[src/rtl/seg_pkg.sv]
// Shared definitions for the multiplexed 7-segment display path.
package seg_pkg;

  localparam int NUM_DIGITS = 8;
  localparam int CODE_W     = 4;
  localparam int POS_W      = 3;

  localparam logic [CODE_W-1:0] DIGIT_BLANK = 4'd10;
  localparam logic [CODE_W-1:0] DIGIT_DASH  = 4'd11;

  typedef logic [CODE_W-1:0] code_t;
  typedef logic [POS_W-1:0]  pos_t;

  typedef struct packed {
    logic [NUM_DIGITS*CODE_W-1:0] digits;
    logic [NUM_DIGITS-1:0]        dp;
  } frame_t;

  localparam frame_t FRAME_BLANK = '{digits: {NUM_DIGITS{DIGIT_BLANK}}, dp: 8'h00};

  function automatic code_t digit_at(input frame_t f, input pos_t pos);
    return f.digits[{pos, 2'b00} +: CODE_W];
  endfunction

endpackage

[src/rtl/seg_scan_ctrl_if.sv]
// Frame-load handshake and per-slot display outputs of the scan controller.
interface seg_scan_ctrl_if;
  import seg_pkg::*;

  logic        load;
  logic [31:0] load_digits;
  logic [7:0]  load_dp;
  logic        load_ready;
  code_t       digit;
  logic        current_dp;
  pos_t        position;
  logic        frame_start;

  modport master (
    output load, load_digits, load_dp,
    input  load_ready, digit, current_dp, position, frame_start
  );

  modport slave (
    input  load, load_digits, load_dp,
    output load_ready, digit, current_dp, position, frame_start
  );

endinterface

[src/rtl/seg_slot_timer.sv]
// Free-running slot counter; flags the last cycle of a slot and whether the
// next cycle falls inside the blanking window.
module seg_slot_timer #(
  parameter int SLOT_CYCLES  = 10,
  parameter int BLANK_CYCLES = 2,
  localparam int CNT_W = (SLOT_CYCLES > 1) ? $clog2(SLOT_CYCLES) : 1
) (
  input  logic             clk,
  input  logic             rst_n,
  output logic [CNT_W-1:0] cnt_o,
  output logic             slot_end_o,
  output logic             blank_next_o
);

  logic [CNT_W-1:0] cnt_q, cnt_d;

  // Next count and slot/blank flags.
  always_comb begin
    cnt_d        = cnt_q;
    slot_end_o   = (cnt_q == CNT_W'(SLOT_CYCLES - 1));
    if (slot_end_o) begin
      cnt_d = '0;
    end else begin
      cnt_d = cnt_q + CNT_W'(1);
    end
    blank_next_o = (cnt_d < CNT_W'(BLANK_CYCLES));
  end

  // Counter register.
  always_ff @(posedge clk) begin
    if (!rst_n) begin
      cnt_q <= '0;
    end else begin
      cnt_q <= cnt_d;
    end
  end

  assign cnt_o = cnt_q;

endmodule

[src/rtl/seg_scan_ctrl.sv]
// 8-digit scan controller: double-buffered frame, tear-free commit at the
// 7->0 wrap, blanking at the start of each slot.
module seg_scan_ctrl
  import seg_pkg::*;
#(
  parameter int CLK_HZ       = 50_000_000,
  parameter int SLOT_HZ      = 1000,
  parameter int BLANK_CYCLES = 500
) (
  input  logic            clk,
  input  logic            rst_n,
  seg_scan_ctrl_if.slave  bus
);

  localparam int SLOT_CYCLES = CLK_HZ / SLOT_HZ;
  localparam int CNT_W = (SLOT_CYCLES > 1) ? $clog2(SLOT_CYCLES) : 1;

  logic [CNT_W-1:0] cnt_s;
  logic             slot_end_s;
  logic             blank_next_s;
  logic             wrap_s;

  pos_t   position_q, position_d;
  frame_t active_q, active_d;
  frame_t pend_q, pend_d;
  logic   pend_valid_q, pend_valid_d;
  logic   load_ready_q, load_ready_d;
  code_t  digit_q, digit_d;
  logic   dp_q, dp_d;
  logic   frame_start_q, frame_start_d;

  seg_slot_timer #(
    .SLOT_CYCLES  (SLOT_CYCLES),
    .BLANK_CYCLES (BLANK_CYCLES)
  ) u_timer (
    .clk          (clk),
    .rst_n        (rst_n),
    .cnt_o        (cnt_s),
    .slot_end_o   (slot_end_s),
    .blank_next_o (blank_next_s)
  );

  assign wrap_s = slot_end_s && (position_q == 3'd7);

  // Scan position, buffer/handshake next state and display outputs.
  always_comb begin
    position_d    = position_q;
    active_d      = active_q;
    pend_d        = pend_q;
    pend_valid_d  = pend_valid_q;
    load_ready_d  = load_ready_q;
    digit_d       = DIGIT_BLANK;
    dp_d          = 1'b0;
    frame_start_d = wrap_s;

    if (slot_end_s) begin
      position_d = position_q + 3'd1;
    end else begin
      position_d = position_q;
    end

    // Pending is empty whenever load_ready is high, so commit and capture
    // never compete; a load on the wrap edge waits for the next wrap.
    if (wrap_s && pend_valid_q) begin
      active_d     = pend_q;
      pend_valid_d = 1'b0;
      load_ready_d = 1'b1;
    end else if (bus.load && load_ready_q) begin
      pend_d       = '{digits: bus.load_digits, dp: bus.load_dp};
      pend_valid_d = 1'b1;
      load_ready_d = 1'b0;
    end else begin
      pend_valid_d = pend_valid_q;
    end

    if (blank_next_s) begin
      digit_d = DIGIT_BLANK;
      dp_d    = 1'b0;
    end else begin
      digit_d = digit_at(active_d, position_d);
      dp_d    = active_d.dp[position_d];
    end
  end

  // State and output registers.
  always_ff @(posedge clk) begin
    if (!rst_n) begin
      position_q    <= 3'd0;
      active_q      <= FRAME_BLANK;
      pend_q        <= FRAME_BLANK;
      pend_valid_q  <= 1'b0;
      load_ready_q  <= 1'b1;
      digit_q       <= DIGIT_BLANK;
      dp_q          <= 1'b0;
      frame_start_q <= 1'b0;
    end else begin
      position_q    <= position_d;
      active_q      <= active_d;
      pend_q        <= pend_d;
      pend_valid_q  <= pend_valid_d;
      load_ready_q  <= load_ready_d;
      digit_q       <= digit_d;
      dp_q          <= dp_d;
      frame_start_q <= frame_start_d;
    end
  end

  assign bus.load_ready  = load_ready_q;
  assign bus.digit       = digit_q;
  assign bus.current_dp  = dp_q;
  assign bus.position    = position_q;
  assign bus.frame_start = frame_start_q;

endmodule

[src/flat_wrapper.sv]
// flat-port wrapper written by rule: the top's interface ports become plain ports
module seg_scan_ctrl_flat import seg_pkg::*;
#(
  parameter int CLK_HZ       = 50_000_000,
  parameter int SLOT_HZ      = 1000,
  parameter int BLANK_CYCLES = 500
)
  (clk, rst_n, bus_load, bus_load_digits, bus_load_dp, bus_load_ready, bus_digit, bus_current_dp, bus_position, bus_frame_start);
  seg_scan_ctrl_if bus_i ();
  input  logic clk;
  input  logic rst_n;
  input wire logic [$bits(bus_i.load)-1:0] bus_load;
  input wire logic [$bits(bus_i.load_digits)-1:0] bus_load_digits;
  input wire logic [$bits(bus_i.load_dp)-1:0] bus_load_dp;
  output wire logic [$bits(bus_i.load_ready)-1:0] bus_load_ready;
  output wire logic [$bits(bus_i.digit)-1:0] bus_digit;
  output wire logic [$bits(bus_i.current_dp)-1:0] bus_current_dp;
  output wire logic [$bits(bus_i.position)-1:0] bus_position;
  output wire logic [$bits(bus_i.frame_start)-1:0] bus_frame_start;
  assign bus_i.load = bus_load;
  assign bus_i.load_digits = bus_load_digits;
  assign bus_i.load_dp = bus_load_dp;
  assign bus_load_ready = bus_i.load_ready;
  assign bus_digit = bus_i.digit;
  assign bus_current_dp = bus_i.current_dp;
  assign bus_position = bus_i.position;
  assign bus_frame_start = bus_i.frame_start;
  seg_scan_ctrl #(.CLK_HZ(CLK_HZ), .SLOT_HZ(SLOT_HZ), .BLANK_CYCLES(BLANK_CYCLES)) u_core (.clk(clk), .rst_n(rst_n), .bus(bus_i));
endmodule
[config.mk]
export PLATFORM = sky130hd
export DESIGN_NAME = seg_scan_ctrl_flat
export DESIGN_NICKNAME = d
export VERILOG_FILES = /design/src/rtl/seg_pkg.sv /design/src/rtl/seg_scan_ctrl_if.sv /design/src/rtl/seg_slot_timer.sv /design/src/rtl/seg_scan_ctrl.sv /design/src/flat_wrapper.sv
export SDC_FILE = /design/constraint.sdc
export NUM_CORES = 1
export LEC_CHECK = 0
export BUFFER_PORTS_ARGS = -buffer_cell sky130_fd_sc_hd__clkbuf_2
export CAP_MARGIN = 20
export CORE_ASPECT_RATIO = 0.6
export CORE_MARGIN = 5
export CORE_UTILIZATION = 60
export DETAILED_ROUTE_END_ITERATION = 10
export PLACE_DENSITY = 0.81
export SLEW_MARGIN = 20
export SYNTH_ARGS = -nofsm -noshare
export SYNTH_HDL_FRONTEND = slang
export SYNTH_SLANG_ARGS = --single-unit
[constraint.sdc]
create_clock -name clk -period 6.87 [get_ports clk]
set_input_delay 1.0305 -clock clk [delete_from_list [all_inputs] [get_ports clk]]
set_output_delay 1.0305 -clock clk [all_outputs]
set_load 0.1 [all_outputs]
* Word level (Yosys, flattened, before mapping)
Index checks and enable logic that the tools add are counted.
** Operators by class
- $add $sub $neg :: 2
- Magnitude comparators :: 2
- Equal/unequal tests :: 2
- Shift operators :: 1
- Muxes and demuxes :: 5
- Bitwise gates (word level) :: 2
- Reductions and logical operators :: 6
** Operators by type and width (number)
- $mux 40 :: 1
- $shiftx 32x6->4 :: 1
- $add 16x1->16 const B :: 1
- $eq 16x16->1 const B :: 1
- $lt 16x9->1 const B :: 1
- $mux 16 :: 1
- $lt 3x4->1 const B :: 1
- $reduce_or 2->1 :: 2
- $add 3x1->3 const B :: 1
- $bmux 1 s3 :: 1
- $eq 3x3->1 const B :: 1
- $logic_and 1x1->1 :: 3
- $mux 3 :: 1
- $not 1->1 :: 2
- $reduce_and 2->1 :: 1
- $mux 1 :: 1
** Storage, ports and cells
- Flip-flop bits (word level) :: 107
- Bits of input ports :: 43
- Output and inout bits :: 10
- Logic and storage cells :: 31

* Longest topological paths before layout
- Depth in word-level cells :: 6
- Gate-level depth with buffers :: 10
- Depth with buffers taken out :: 8

* Cells and area by module
From an unflattened synthesis, not the netlist that was laid out.
** Unflattened totals
- Cells, all modules :: 669
- Area, all modules :: 5351.4 µm²
** By module, submodules not included
- seg_scan_ctrl :: instances 1, cells each 550, area each 4327.9 µm², seq. area each 1821.7 µm²
- seg_slot_timer :: instances 1, cells each 119, area each 1023.5 µm², seq. area each 320.3 µm²

* Worst setup path before layout
No wires, ideal clock.
- Path kind :: flip-flop to flip-flop
- Start :: register u_core.position_q[0] (netlist: u_core.bus.position[0])
- End :: register u_core.digit_q[0] (netlist: u_core.bus.digit[0])
- Setup time :: 0.115 ns
- Arrival time :: 2.960 ns
- Required time :: 6.755 ns
- Path slack :: 3.794 ns
- Cell stages (with the launch flop) :: 10
- Path buffers :: 1
- Period minus slack after synthesis :: 3.076 ns
- Path through :: dfxtp_1 ha_1 ha_1 nand2_1 buf_1 mux2_2 mux4_2 a21oi_1 o31ai_1 and3_1
** On the way
- Longest elaborated chain between the ends :: 5
- Elaborated cells between the ends (all ways) :: 7
- Those cells by class :: add/sub: 1; eq/ne: 1; shift: 1; mux: 2; reduce/logical: 2
** Ends and longest elaborated chain
- from (decl) :: line seg_scan_ctrl.sv:23 : pos_t position_q, position_d;
- from (signal assigned) :: line seg_scan_ctrl.sv:97 : position_q <= position_d;
- parallel branches: the longest is 4 deep, another holds $add 3x1->3
- $shiftx 32x6->4 * :: line seg_pkg.sv:22 : return f.digits[{pos, 2'b00} +: CODE_W];
- to (signal assigned) :: line seg_scan_ctrl.sv:102 : digit_q <= digit_d;
- to (decl) :: line seg_scan_ctrl.sv:28 : code_t digit_q, digit_d;
Every way passes the cells marked *.
A chain may end at the register's enable or synchronous reset.

* Worst setup path after layout
- Start :: register u_core.u_timer.cnt_q[9] (netlist: u_core.u_timer.cnt_o[9])
- End :: register u_core.digit_q[2] (netlist: u_core.bus.digit[2])
** On the way
- Longest elaborated chain between the ends :: 5
- Elaborated cells between the ends (all ways) :: 10
- Those cells by class :: add/sub: 1; order compare: 1; eq/ne: 1; shift: 1; mux: 3; reduce/logical: 3
** Ends and longest elaborated chain
- from (decl) :: line seg_slot_timer.sv:15 : logic [CNT_W-1:0] cnt_q, cnt_d;
- from (signal assigned) :: line seg_slot_timer.sv:34 : cnt_q <= cnt_d;
- parallel branches: the longest is 5 deep, another holds $add 16x1->16
Several ways; the timed one is not identified.

==> impl_metrics.json <==
{
  "antenna_found_initial": 0,
  "syn_nets": 707,
  "die_w_um": 131,
  "synth_ff_type": "dfxtp_1",
  "post-dp-hpwl_um": 9340,
  "power.total_mw": 1.24,
  "crit_slowest_cell": "nor4_4",
  "cts_root_buf": "clkbuf_16",
  "vias": 4801,
  "synth_cell_types": 67,
  "switchingPower_mw": 0.289,
  "clock-sinks": 107,
  "stdcell_count": 800,
  "drt-total-wl_um": 13500,
  "gp_congestion": 0.944,
  "fill_cells": 727,
  "start_util_pct": 61.9,
  "outcome": "completed",
  "intPower_mw": 0.950,
  "ys_ff_latch": 107,
  "r2r_slack_ps": 3520,
  "leakage_nw": 2.32,
  "synthArstFlopShare_pct": 0,
  "maxCapViolCount": 0,
  "place_ws_ps": 3690,
  "min_path_type": "register to register",
  "yosysSeqAreaShare_pct": 40.6,
  "drcViolationCount": 0,
  "drv_slew": 0,
  "clk_path_buf_depth": 2,
  "wl_per_cell_um": 16.8,
  "slew_headroom_pct": 29.1,
  "setup_slack_ps": 3520,
  "yosys_warnings": 0,
  "synth_edf_count": 0,
  "dp.cells": 784,
  "grtUsageTotal_pct": 26.3,
  "fmax_ghz": 0.299,
  "port_buffers": 52,
  "grt_max_degree": 92,
  "num_io_pins": 53,
  "syn-cell-area_sq_um": 5270,
  "hold_depth": 2,
  "avgSynthCellArea_sq_um": 7.98,
  "setup_viol": 0,
  "clkPwrFrac_pct": 42.0,
  "vdd_drop_max_mv": 0.135,
  "period_needed_ps": 3350,
  "final_common_cell": "nand2_1",
  "cts_setup_buffers": 0,
  "area_growth_pct": 10.5,
  "ff2ff_path_depth": 6,
  "cp.arrival_ps": 3630,
  "antenna-diode-count": 0,
  "end_kind": "register",
  "die_area_sq_um": 10800,
  "tightest_slew_ps": 1060,
  "grt-ovfl-total": 0,
  "tns_ps": 0,
  "clk_latency_ps": 360,
  "drive_above_1_share_pct": 14.4,
  "rows": 26,
  "hold_ws_ps": 479,
  "cts_resized": 0,
  "cts_buffers": 9,
  "fin_nets": 729,
  "cts_hold_buf": 0,
  "combPwrFrac_pct": 5.2,
  "cp_max_fo": 13,
  "final_cell_mix": "202 x nand2_1, 107 x dfxtp_1, 52 x clkbuf_2",
  "core_area_sq_um": 8520,
  "worstHoldStart": "u_core.active_q[16]",
  "worstReg2RegEnd": "u_core.bus.digit[2]",
  "drtAntennaViolNets": 0,
  "cts_tree": "built",
  "path_buf_inv": 0,
  "cp_cell_sequence": "or4b_1 -> nor4_4 -> mux2i_1 -> nor2_1 -> o311a_1 -> nor3b_2",
  "grt_pass1_vias": 4382,
  "required_ps": 7150,
  "rsz0062_at_grt": "false",
  "r2r-start": "u_core.u_timer.cnt_o[9]",
  "die_y_um": 82.6,
  "min_to": "u_core.active_q[16]",
  "fin_crit_sh_pct": 48.7,
  "avgViaCountPerCell": 6.00,
  "drtIter0Drc": 559,
  "start_kind": "register",
  "clk_pin_slew_ps": 70,
  "crit_path_max_incr_delay_ps": 950,
  "grt_pass1_wl_um": 22400,
  "htree_levels": 3,
  "finalHoldViolations": 0,
  "finClkSkew_ps": 9.71,
  "p_seq_share_pct": 52.8,
  "drt_first_pass_iters": 5,
  "swShare_pct": 23.3,
  "cp_top_family": "simple AND/OR/NAND/NOR gates",
  "syn-instance-count": 661,
  "crit_type": "register to register",
  "power_density_nw_per_um2": 213
}
-- final cells by class --
type | instances | area (sq um) | area share, %
inverter | 2 | 7.51 | 0.129
sequential | 107 | 2140 | 36.8
clock inverter | 5 | 62.6 | 1.07
tap | 112 | 140 | 2.40
timing repair buffer | 60 | 320 | 5.50
multi-input combinational | 503 | 2920 | 50.2
clock buffer | 11 | 233 | 3.99
-- synth_stat cells (6+ instances only) --
cell type / n / share of area (%)
nand3_1: 43 / 4.1
xnor2_1: 8 / 1.3
a21oi_1: 10 / 0.95
nor3_1: 11 / 1.0
o21ai_0: 9 / 0.85
and3_1: 11 / 1.3
mux2i_1: 15 / 2.8
nand2_1: 202 / 14
o221ai_1: 6 / 1.0
nor2_1: 29 / 2.1
xor2_1: 8 / 1.3
mux2_2: 10 / 2.1
a31oi_1: 9 / 1.1
dfxtp_1: 107 / 41
a21boi_0: 50 / 7.1
clkbuf_1: 38 / 2.7
and2_1: 8 / 0.95
nand2b_1: 6 / 0.71
-- sequential cells by signal, summed over array words and instances, names as in the netlist, 3 cells and up --
register / flops
u_core.bus.digit: 4
u_core.active_q: 40
u_core.bus.position: 3
u_core.pend_q: 40
u_core.u_timer.cnt_o: 16
-- power groups by stage --
stage,clock network [mW],registers (mW),logic [mW]
after floorplan,0,0.665,0.0412
after global placement,0,0.668,0.0615
after detailed placement,0,0.668,0.0643
after CTS,0.524,0.654,0.0646
after global routing,0.552,0.657,0.0732
final,0.521,0.655,0.0640
-- metal layers --
layer	GRT usage [%]	part of all wire, %
met1	38.1	46
met2	38.6	43
met3	7.07	9.3
met4	6.78	1.4
met5	0	0
-- stage by stage --
stage	utilization [%]	area [sq um]
5_1_grt	68.4	5830
3_5_place_dp	64.9	5530
3_3_place_gp	64.9	5530
6_report	68.4	5830
2_1_floorplan	-	5270
4_1_cts	68.4	5830
-- worst max-delay path by stage --
stage,from,to,slack (ps),depth (start not counted)
after global routing,u_core.u_timer.cnt_o[0],u_core.bus.digit[1],3330,7
after CTS,u_core.u_timer.cnt_o[9],u_core.bus.digit[2],3620,6
after detailed placement,u_core.u_timer.cnt_o[9],u_core.bus.digit[2],3690,6
after floorplan,u_core.bus.position[0],u_core.bus.digit[0],3790,9
final,u_core.u_timer.cnt_o[9],u_core.bus.digit[2],3520,6
after global placement,rst_n,u_core.bus.current_dp,3800,5
-- tightest hold or removal path: stages (launching register included) --
cell      delay (ps)
dfxtp_1          310
nand2_1           50
a21boi_0          70
-- logic make-up (layout without fill, tap and decap cells) --
group	after synthesis	count (layout)	synth area share, %
adders and majority gates	3	3	0.712
AOI/OAI and AO/OA	116	116	16.2
muxes	28	28	6.26
xor gates and xnor gates	16	16	2.66
buffers and inverters	51	78	3.94
DFF	107	107	40.6
and+or+nand+nor	340	340	29.6
(Power assumes the default switching activity.)
